--- config.mk ---
export PLATFORM = sky130hd
export DESIGN_NAME = fir_serial_ctrl
export DESIGN_NICKNAME = d
export VERILOG_FILES = /design/src/rtl/fir_serial_ctrl.sv
export SDC_FILE = /design/constraint.sdc
export NUM_CORES = 1
export LEC_CHECK = 0
export ABC_AREA = 1
export CAP_MARGIN = 20
export CORE_UTILIZATION = 52
export DETAILED_ROUTE_END_ITERATION = 8
export PLACE_DENSITY = 0.89
export SLEW_MARGIN = 20
export SYNTH_ARGS = -nofsm -noshare
export SYNTH_HDL_FRONTEND = slang
export SYNTH_SLANG_ARGS = --single-unit
--- constraint.sdc ---
create_clock -name clk -period 3.1 [get_ports clk]
set_input_delay 0.62 -clock clk [delete_from_list [all_inputs] [get_ports clk]]
set_output_delay 0.62 -clock clk [all_outputs]
set_load 0.03 [all_outputs]
--- src/rtl/fir_serial_ctrl.sv ---
// Control sequencer for a serial symmetric FIR: one sample write, N_TAP pre-add/MAC
// read cycles per output, and a delayed accumulator/result strobe pipeline.
module fir_serial_ctrl #(
  parameter int N_TAP   = 8,
  parameter int MUL_LAT = 2,
  localparam int AW     = $clog2(2 * N_TAP),
  localparam int CW     = $clog2(N_TAP)
) (
  input  logic          clk,
  input  logic          rst,
  input  logic          en,
  output logic          busy,
  output logic          smp_we,
  output logic [AW-1:0] smp_waddr,
  output logic [AW-1:0] rd_addr_a,
  output logic [AW-1:0] rd_addr_b,
  output logic [CW-1:0] coef_addr,
  output logic          mac_vld,
  output logic          acc_clr,
  output logic          acc_en,
  output logic          yout_vld,
  output logic          ovf
);

  localparam logic [0:0]    S_IDLE   = 1'b0;
  localparam logic [0:0]    S_MAC    = 1'b1;
  localparam logic [CW-1:0] TAP_LAST = CW'(N_TAP - 1);

  logic [0:0]    state_reg, state_next;
  logic [CW-1:0] tap_reg, tap_next;
  logic [AW-1:0] wr_ptr_reg, wr_ptr_next;
  logic [AW-1:0] p_reg, p_next;
  logic          ovf_reg, ovf_next;

  logic in_mac, last_tap, accept, drop;

  assign in_mac   = (state_reg == S_MAC);
  assign last_tap = in_mac && (tap_reg == TAP_LAST);
  // A new sample may enter only while idle or in the final tap cycle; reset wins.
  assign accept   = en && !rst && (!in_mac || last_tap);
  assign drop     = en && !rst && in_mac && !last_tap;

  always_comb begin
    state_next  = state_reg;
    tap_next    = tap_reg;
    wr_ptr_next = wr_ptr_reg;
    p_next      = p_reg;
    ovf_next    = ovf_reg;
    if (accept) begin
      state_next  = S_MAC;
      tap_next    = '0;
      p_next      = wr_ptr_reg;
      wr_ptr_next = wr_ptr_reg + AW'(1);
    end else if (in_mac) begin
      tap_next = tap_reg + CW'(1);
      if (last_tap) state_next = S_IDLE;
    end
    if (drop) ovf_next = 1'b1;
  end

  always_ff @(posedge clk) begin
    if (rst) begin
      state_reg  <= S_IDLE;
      tap_reg    <= '0;
      wr_ptr_reg <= '0;
      p_reg      <= '0;
      ovf_reg    <= 1'b0;
    end else begin
      state_reg  <= state_next;
      tap_reg    <= tap_next;
      wr_ptr_reg <= wr_ptr_next;
      p_reg      <= p_next;
      ovf_reg    <= ovf_next;
    end
  end

  // Delay pipes track the multiplier latency independently of the FSM, so a
  // following sample can start while earlier products are still in flight.
  logic [MUL_LAT-1:0] vld_pipe_reg, clr_pipe_reg, last_pipe_reg;
  logic               yout_reg;

  genvar gi;
  generate
    for (gi = 0; gi < MUL_LAT; gi++) begin : g_pipe
      if (gi == 0) begin : g_head
        always_ff @(posedge clk) begin
          if (rst) begin
            vld_pipe_reg[gi]  <= 1'b0;
            clr_pipe_reg[gi]  <= 1'b0;
            last_pipe_reg[gi] <= 1'b0;
          end else begin
            vld_pipe_reg[gi]  <= in_mac;
            clr_pipe_reg[gi]  <= in_mac && (tap_reg == '0);
            last_pipe_reg[gi] <= last_tap;
          end
        end
      end else begin : g_tail
        always_ff @(posedge clk) begin
          if (rst) begin
            vld_pipe_reg[gi]  <= 1'b0;
            clr_pipe_reg[gi]  <= 1'b0;
            last_pipe_reg[gi] <= 1'b0;
          end else begin
            vld_pipe_reg[gi]  <= vld_pipe_reg[gi-1];
            clr_pipe_reg[gi]  <= clr_pipe_reg[gi-1];
            last_pipe_reg[gi] <= last_pipe_reg[gi-1];
          end
        end
      end
    end
  endgenerate

  always_ff @(posedge clk) begin
    if (rst) yout_reg <= 1'b0;
    else     yout_reg <= last_pipe_reg[MUL_LAT-1];
  end

  // Addresses are forced to zero outside their valid cycles to keep the bus quiet.
  assign busy      = in_mac;
  assign mac_vld   = in_mac;
  assign smp_we    = accept;
  assign smp_waddr = accept ? wr_ptr_reg : '0;
  assign rd_addr_a = in_mac ? (p_reg - AW'(tap_reg)) : '0;
  assign rd_addr_b = in_mac ? (p_reg + AW'(1) + AW'(tap_reg)) : '0;
  assign coef_addr = in_mac ? tap_reg : '0;
  assign acc_en    = vld_pipe_reg[MUL_LAT-1] | clr_pipe_reg[MUL_LAT-1];
  assign acc_clr   = clr_pipe_reg[MUL_LAT-1];
  assign yout_vld  = yout_reg;
  assign ovf       = ovf_reg;

endmodule

; ---- Word-level counts from Yosys, hierarchy flattened
; Cells that the tools add are included.
; W data, S select, Z words.
[op_classes]
n_eq_ne = 1
n_reduce_logical = 12
mux = 7
n_bitwise = 1
add_sub_neg = 5
[op_table]
columns = cell, n
row1 = $mux W4, 3
row2 = $add A4 B1 Y4 const B, 2
row3 = $logic_and A1 B1 Y1, 6
row4 = $add A4 B3 Y4, 1
row5 = $sub A4 B3 Y4, 1
row6 = $add A3 B1 Y3 const B, 1
row7 = $eq A3 B3 Y1 const B, 1
row8 = $logic_not A1 Y1, 3
row9 = $logic_not A3 Y1, 1
row10 = $mux W1, 3
row11 = $mux W3, 1
row12 = $reduce_or A2 Y1, 1
row13 = $logic_or A1 B1 Y1, 1
row14 = $or A1 B1 Y1, 1
[word_totals]
register_bits = 20
wordCells = 38
output_inout_bits = 22
inputBits = 3

; ---- Depth between registers and ports, before layout
[logic_depth]
word_depth = 5
ltp_mapped = 8
depth_no_buf = 8

; ---- Worst setup path after synthesis
; Ideal clock, no wire load.
[synth_timing]
path_kind = reg-to-output
startpoint = register tap_reg[0]
endpoint = output rd_addr_b[2]
path_buffers = 0
arrival_ns = 1.538
required_time_ns = 2.480
path_stages_with_launch = 5
path_slack_ns = 0.942
path_cell_list = dfxtp_1 > inv_1 > ha_1 > fa_1 > a21oi_1
[synth_between]
elab_chain_len = 2
[synth_rtl]
columns = item, line_no
row1 = start: declaration, 30  ; logic [CW-1:0] tap_reg, tap_next;
row2 = start signal: assignment, 70  ; tap_reg <= tap_next;
row3 = $add A4 B3 Y4, 124  ; assign rd_addr_b = in_mac ? (p_reg + AW'(1) + AW'(tap_reg)) : '0;
row4 = $mux W4, 124
row5 = end: declaration, 16  ; output logic [AW-1:0] rd_addr_b,
; No other way between the ends.

; ---- Worst setup path in the final report
[layout_timing]
startpoint = register tap_reg[1]
endpoint = output smp_waddr[3]
[layout_between]
elab_chain_len = 5
[layout_rtl]
columns = item, line_no
row1 = $eq A3 B3 Y1, 38  ; assign last_tap = in_mac && (tap_reg == TAP_LAST);
row2 = $logic_and A1 B1 Y1, 38
row3 = $logic_or A1 B1 Y1, 40  ; assign accept = en && !rst && (!in_mac || last_tap);
row4 = $logic_and A1 B1 Y1, 40
row5 = $mux W4, 122  ; assign smp_waddr = accept ? wr_ptr_reg : '0;
row6 = end: declaration, 14  ; output logic [AW-1:0] smp_waddr,
; No other way between the ends.

==> results_tabular.tex <==
\begin{tabular}{lr}
\hline
Metric & Value \\
\hline
\multicolumn{2}{l}{\textbf{Final layout}} \\
\quad Fillcell total & 153 \\
\quad Number of non-filler instances in the completed layout & 190 \\
\quad Layout overhead on the synthesized area & 28.7\% \\
\quad Layout cell share with drive strength beyond 1 & under 10\% \\
\quad Antenna Diode Count & 0 \\
\quad Final standard cell utilization of the core & 70.7\% \\
\quad Final Net Count & 179 \\
\multicolumn{2}{l}{\textbf{Synth}} \\
\quad Net count after synthesis & 153 \\
\quad Synthesized area & 1070 um2 \\
\quad Cell count after synthesis & roughly 140 \\
\quad Post-synth top area share & between 30\% and 40\% \\
\quad Mean post-synth cell area & 7.73 um2 \\
\quad Biggest area contributors in the synthesized netlist & dfxtp\_1 38\%, ha\_1 12\%, nor2\_1 9.1\% \\
\quad Total of flip-flops plus latches after synthesis & 20 \\
\quad Most frequent cells after synthesis & 26 x nor2\_1, 22 x inv\_1, 20 x dfxtp\_1, 20 x nand2\_1, 10 x ha\_1 \\
\quad EDFF count, synth & 0 \\
\quad Part of the Yosys area used for sequential elements & between 30\% and 40\% \\
\quad Most used flip-flop cell after synthesis & dfxtp\_1 \\
\quad Cell accounting for the most synthesized area & dfxtp\_1 \\
\quad Number of warning messages in the yosys log & 0 \\
\quad FFs w/ async S/R, synth & 0\% \\
\quad Count of different cell masters after synthesis & 25 \\
\quad Library cell with the highest instance count after synthesis & nor2\_1 \\
\multicolumn{2}{l}{\textbf{STA}} \\
\quad Setup TNS & 0 ns \\
\quad Final worst path period need & 2.93 ns \\
\quad Worst Setup Slack, final & 0.170 ns \\
\quad Highest attainable clock frequency & around 340 MHz \\
\quad Worst slew pin tran & 0.539 ns \\
\quad Final Cycle Share & a little over nine tenths \\
\quad Hold violation total from the final report & 0 \\
\quad Clk\_skew & 0.00440 ns \\
\quad Max-Slew Margin vs Limit & 64.0\% \\
\quad Number of max-slew violations in the final report & 0 \\
\quad Total setup violations reported at the end of the flow & 0 \\
\quad RSZ-0062 raised after global routing & no \\
\multicolumn{2}{l}{\textbf{Routing}} \\
\quad Post-detailed-route count of antenna-violating nets & 0 \\
\quad Uppermost layer routed & met3 \\
\quad Drt first pass iters & 4 \\
\quad Met3 WL post-DR & slightly below 100 um \\
\quad Number of DRC violations after detailed-routing iteration 0 & 18 \\
\quad DR vias/cell & slightly below 5 \\
\quad Post-Route M1 WL & 957 um \\
\quad Number of remaining DRC errors & 0 \\
\quad Via total after detailed routing & between 900 and 1,000 \\
\quad Met2 wirelength from detailed routing & around 1.1 mm \\
\quad Post-DR wirelength/cell & 11.5 um \\
\quad Detailed-route wire length & 2.18 mm \\
\multicolumn{2}{l}{\textbf{Global routing}} \\
\quad Number of antenna violations at the first check in global routing & 0 \\
\quad Global-route usage over all layers & around a fifth \\
\quad Pin count of the biggest net entering global routing & 17 \\
\quad Overflow after GRT & 0 \\
\quad Via count of the first global-routing pass & 771 \\
\quad First-pass GRT wire length & 3.36 mm \\
\multicolumn{2}{l}{\textbf{Worst setup path}} \\
\quad Reg-to-reg setup timing slack & 1.42 ns \\
\quad Startpoint type of the worst setup path & flip-flop \\
\quad Critical Setup Path Class & reg2out \\
\quad Cells traversed along the worst timing path & ha\_1 -> ha\_1 -> inv\_1 -> nand2\_1 -> nand3\_2 -> nor2\_1 -> clkdlybuf4s50\_1 \\
\quad Type of destination of the critical path & output port \\
\quad Data arrival time of the critical path & 2.31 ns \\
\quad CP Data Required Time & 2.48 ns \\
\quad Crit path max fanout & 7 \\
\quad Most common cell on crit path & ha\_1 \\
\quad Standard cell with the maximum stage delay on the critical path & clkdlybuf4s50\_1 \\
\quad Delay of the slowest critical-path stage & 0.68 ns \\
\multicolumn{2}{l}{\textbf{Worst hold path}} \\
\quad Type of the tightest min-delay check & reg2reg \\
\multicolumn{2}{l}{\textbf{CTS}} \\
\quad H-tree depth & 1 \\
\quad Number of hold buffers added after cts & 0 \\
\quad Root buffer cell & clkbuf\_4 \\
\quad Number of clock buffers inserted by TritonCTS & 3 \\
\quad Gates resized, CTS repair & 0 \\
\quad Clock transition at the registers of the reported paths & roughly 0.11 ns \\
\quad CTS tree & built \\
\quad Skew-Pair Late Insertion Delay & 0.30 ns \\
\quad Clock buffer depth & 2 \\
\quad Setup repair bufs after CTS & 0 \\
\quad Number of sinks on the clock net & 20 \\
\multicolumn{2}{l}{\textbf{Die}} \\
\quad Starting Density & 55.0\% \\
\quad Io pins & 25 \\
\quad Horiz. Die Dim & 47.3 um \\
\quad Site row count & 16 \\
\quad Die Span Y & 47.3 um \\
\quad Placeable Area & 1940 um2 \\
\quad DIE AREA & between 2000 and 2500 um2 \\
\multicolumn{2}{l}{\textbf{Power and ir drop}} \\
\quad Peak ir drop on the vdd network & 0.721 mV \\
\quad Overall power of the completed layout & 617 uW \\
\quad Power density over the cells & 449 nW/um2 \\
\quad Standby leakage power & 0.671 nW \\
\multicolumn{2}{l}{\textbf{Placed design}} \\
\quad Port Buffers & 24 \\
\quad Dpl ws & 0.245 ns \\
\quad RD Place Congestion & 0.816 \\
\quad Placed wire-length estimate & 1.65 mm \\
\quad Total instance count after detailed placement & 186 \\
\multicolumn{2}{l}{\textbf{Run status}} \\
\quad Outcome & finished clean \\
\multicolumn{2}{l}{\textbf{Run}} \\
\quad Number of maximum-capacitance constraint violations & 0 \\
\hline
\end{tabular}
-- cell usage in the layout, fill, tap and decap left out --
cell	n
a21oi_1	6
buf_4	3
bufinv_16	1
clkbuf_4	3
clkdlybuf4s50_1	20
clkinv_8	1
dfxtp_1	20
dlymetal6s2s_1	3
fa_1	2
ha_1	10
inv_1	22
inv_2	1
nand2_1	20
nand2_2	1
nand2_4	1
nand3_1	3
nand3_2	1
nand4_1	1
nor2_1	26
nor2_2	2
nor2_4	1
nor3_1	3
o21ai_0	7
o22ai_1	3
or2_2	1
xor2_1	1
-- path summary, 6_finish.rpt --
path / startpoint / to / cells after the start
setup / recovery: tap_reg[1] / smp_waddr[3] / 7
hold / removal: vld_pipe_reg[0] / vld_pipe_reg[1] / 2
hold reg to reg: vld_pipe_reg[0] / vld_pipe_reg[1] / 2
setup reg to reg: tap_reg[1] / p_reg[1] / 7
-- metrics by stage --
stage	instance area [um2]	hold WS [ns]
4_1_cts	1370	0.415
6_report	1370	0.413
2_1_floorplan	1070	0.388
3_3_place_gp	1310	0.390
5_1_grt	1370	0.426
3_5_place_dp	1310	0.399
-- critical path: cells and delay by family, from the launching register on --
family	cells	cell delay [ns]
buf+inv	2	0.75
flops	1	0.47
simple gates	3	0.40
fa+ha+maj	2	0.39
-- cell families after synthesis --
logic type | share of synthesized area [%]
AOI/OAI and AO/OA | 7.85
xor gates and xnor gates | 0.821
adders and majority gates | 15.5
buffers and inverters | 13.4
DFF | 37.5
and+or+nand+nor | 25.0
-- cell type report --
cell class / count / area (um2) / share of cell area (%)
Timing Repair Buffer: 26 / 260 / 18.9
Tap cell: 27 / 33.8 / 2.46
Multi-Input combinational cell: 89 / 524 / 38.2
Sequential cell: 20 / 400 / 29.1
Inverter: 24 / 103 / 7.47
Clock inverter: 1 / 30.0 / 2.19
Clock buffer: 3 / 22.5 / 1.64
-- metal layers --
layer  track usage (%)  up-vias
li1                  -      477
met1              27.6      437
met2              35.9       19
met3              6.92        0
met4              1.71        0
met5                 0        -
-- report_power, final --
group          internal, mW  switching [mW]  total, mW
logic                0.0496          0.0764      0.126
clock network         0.131          0.0805      0.211
registers             0.267          0.0126      0.280
No activity file was read; power rests on OpenSTA's default activity.
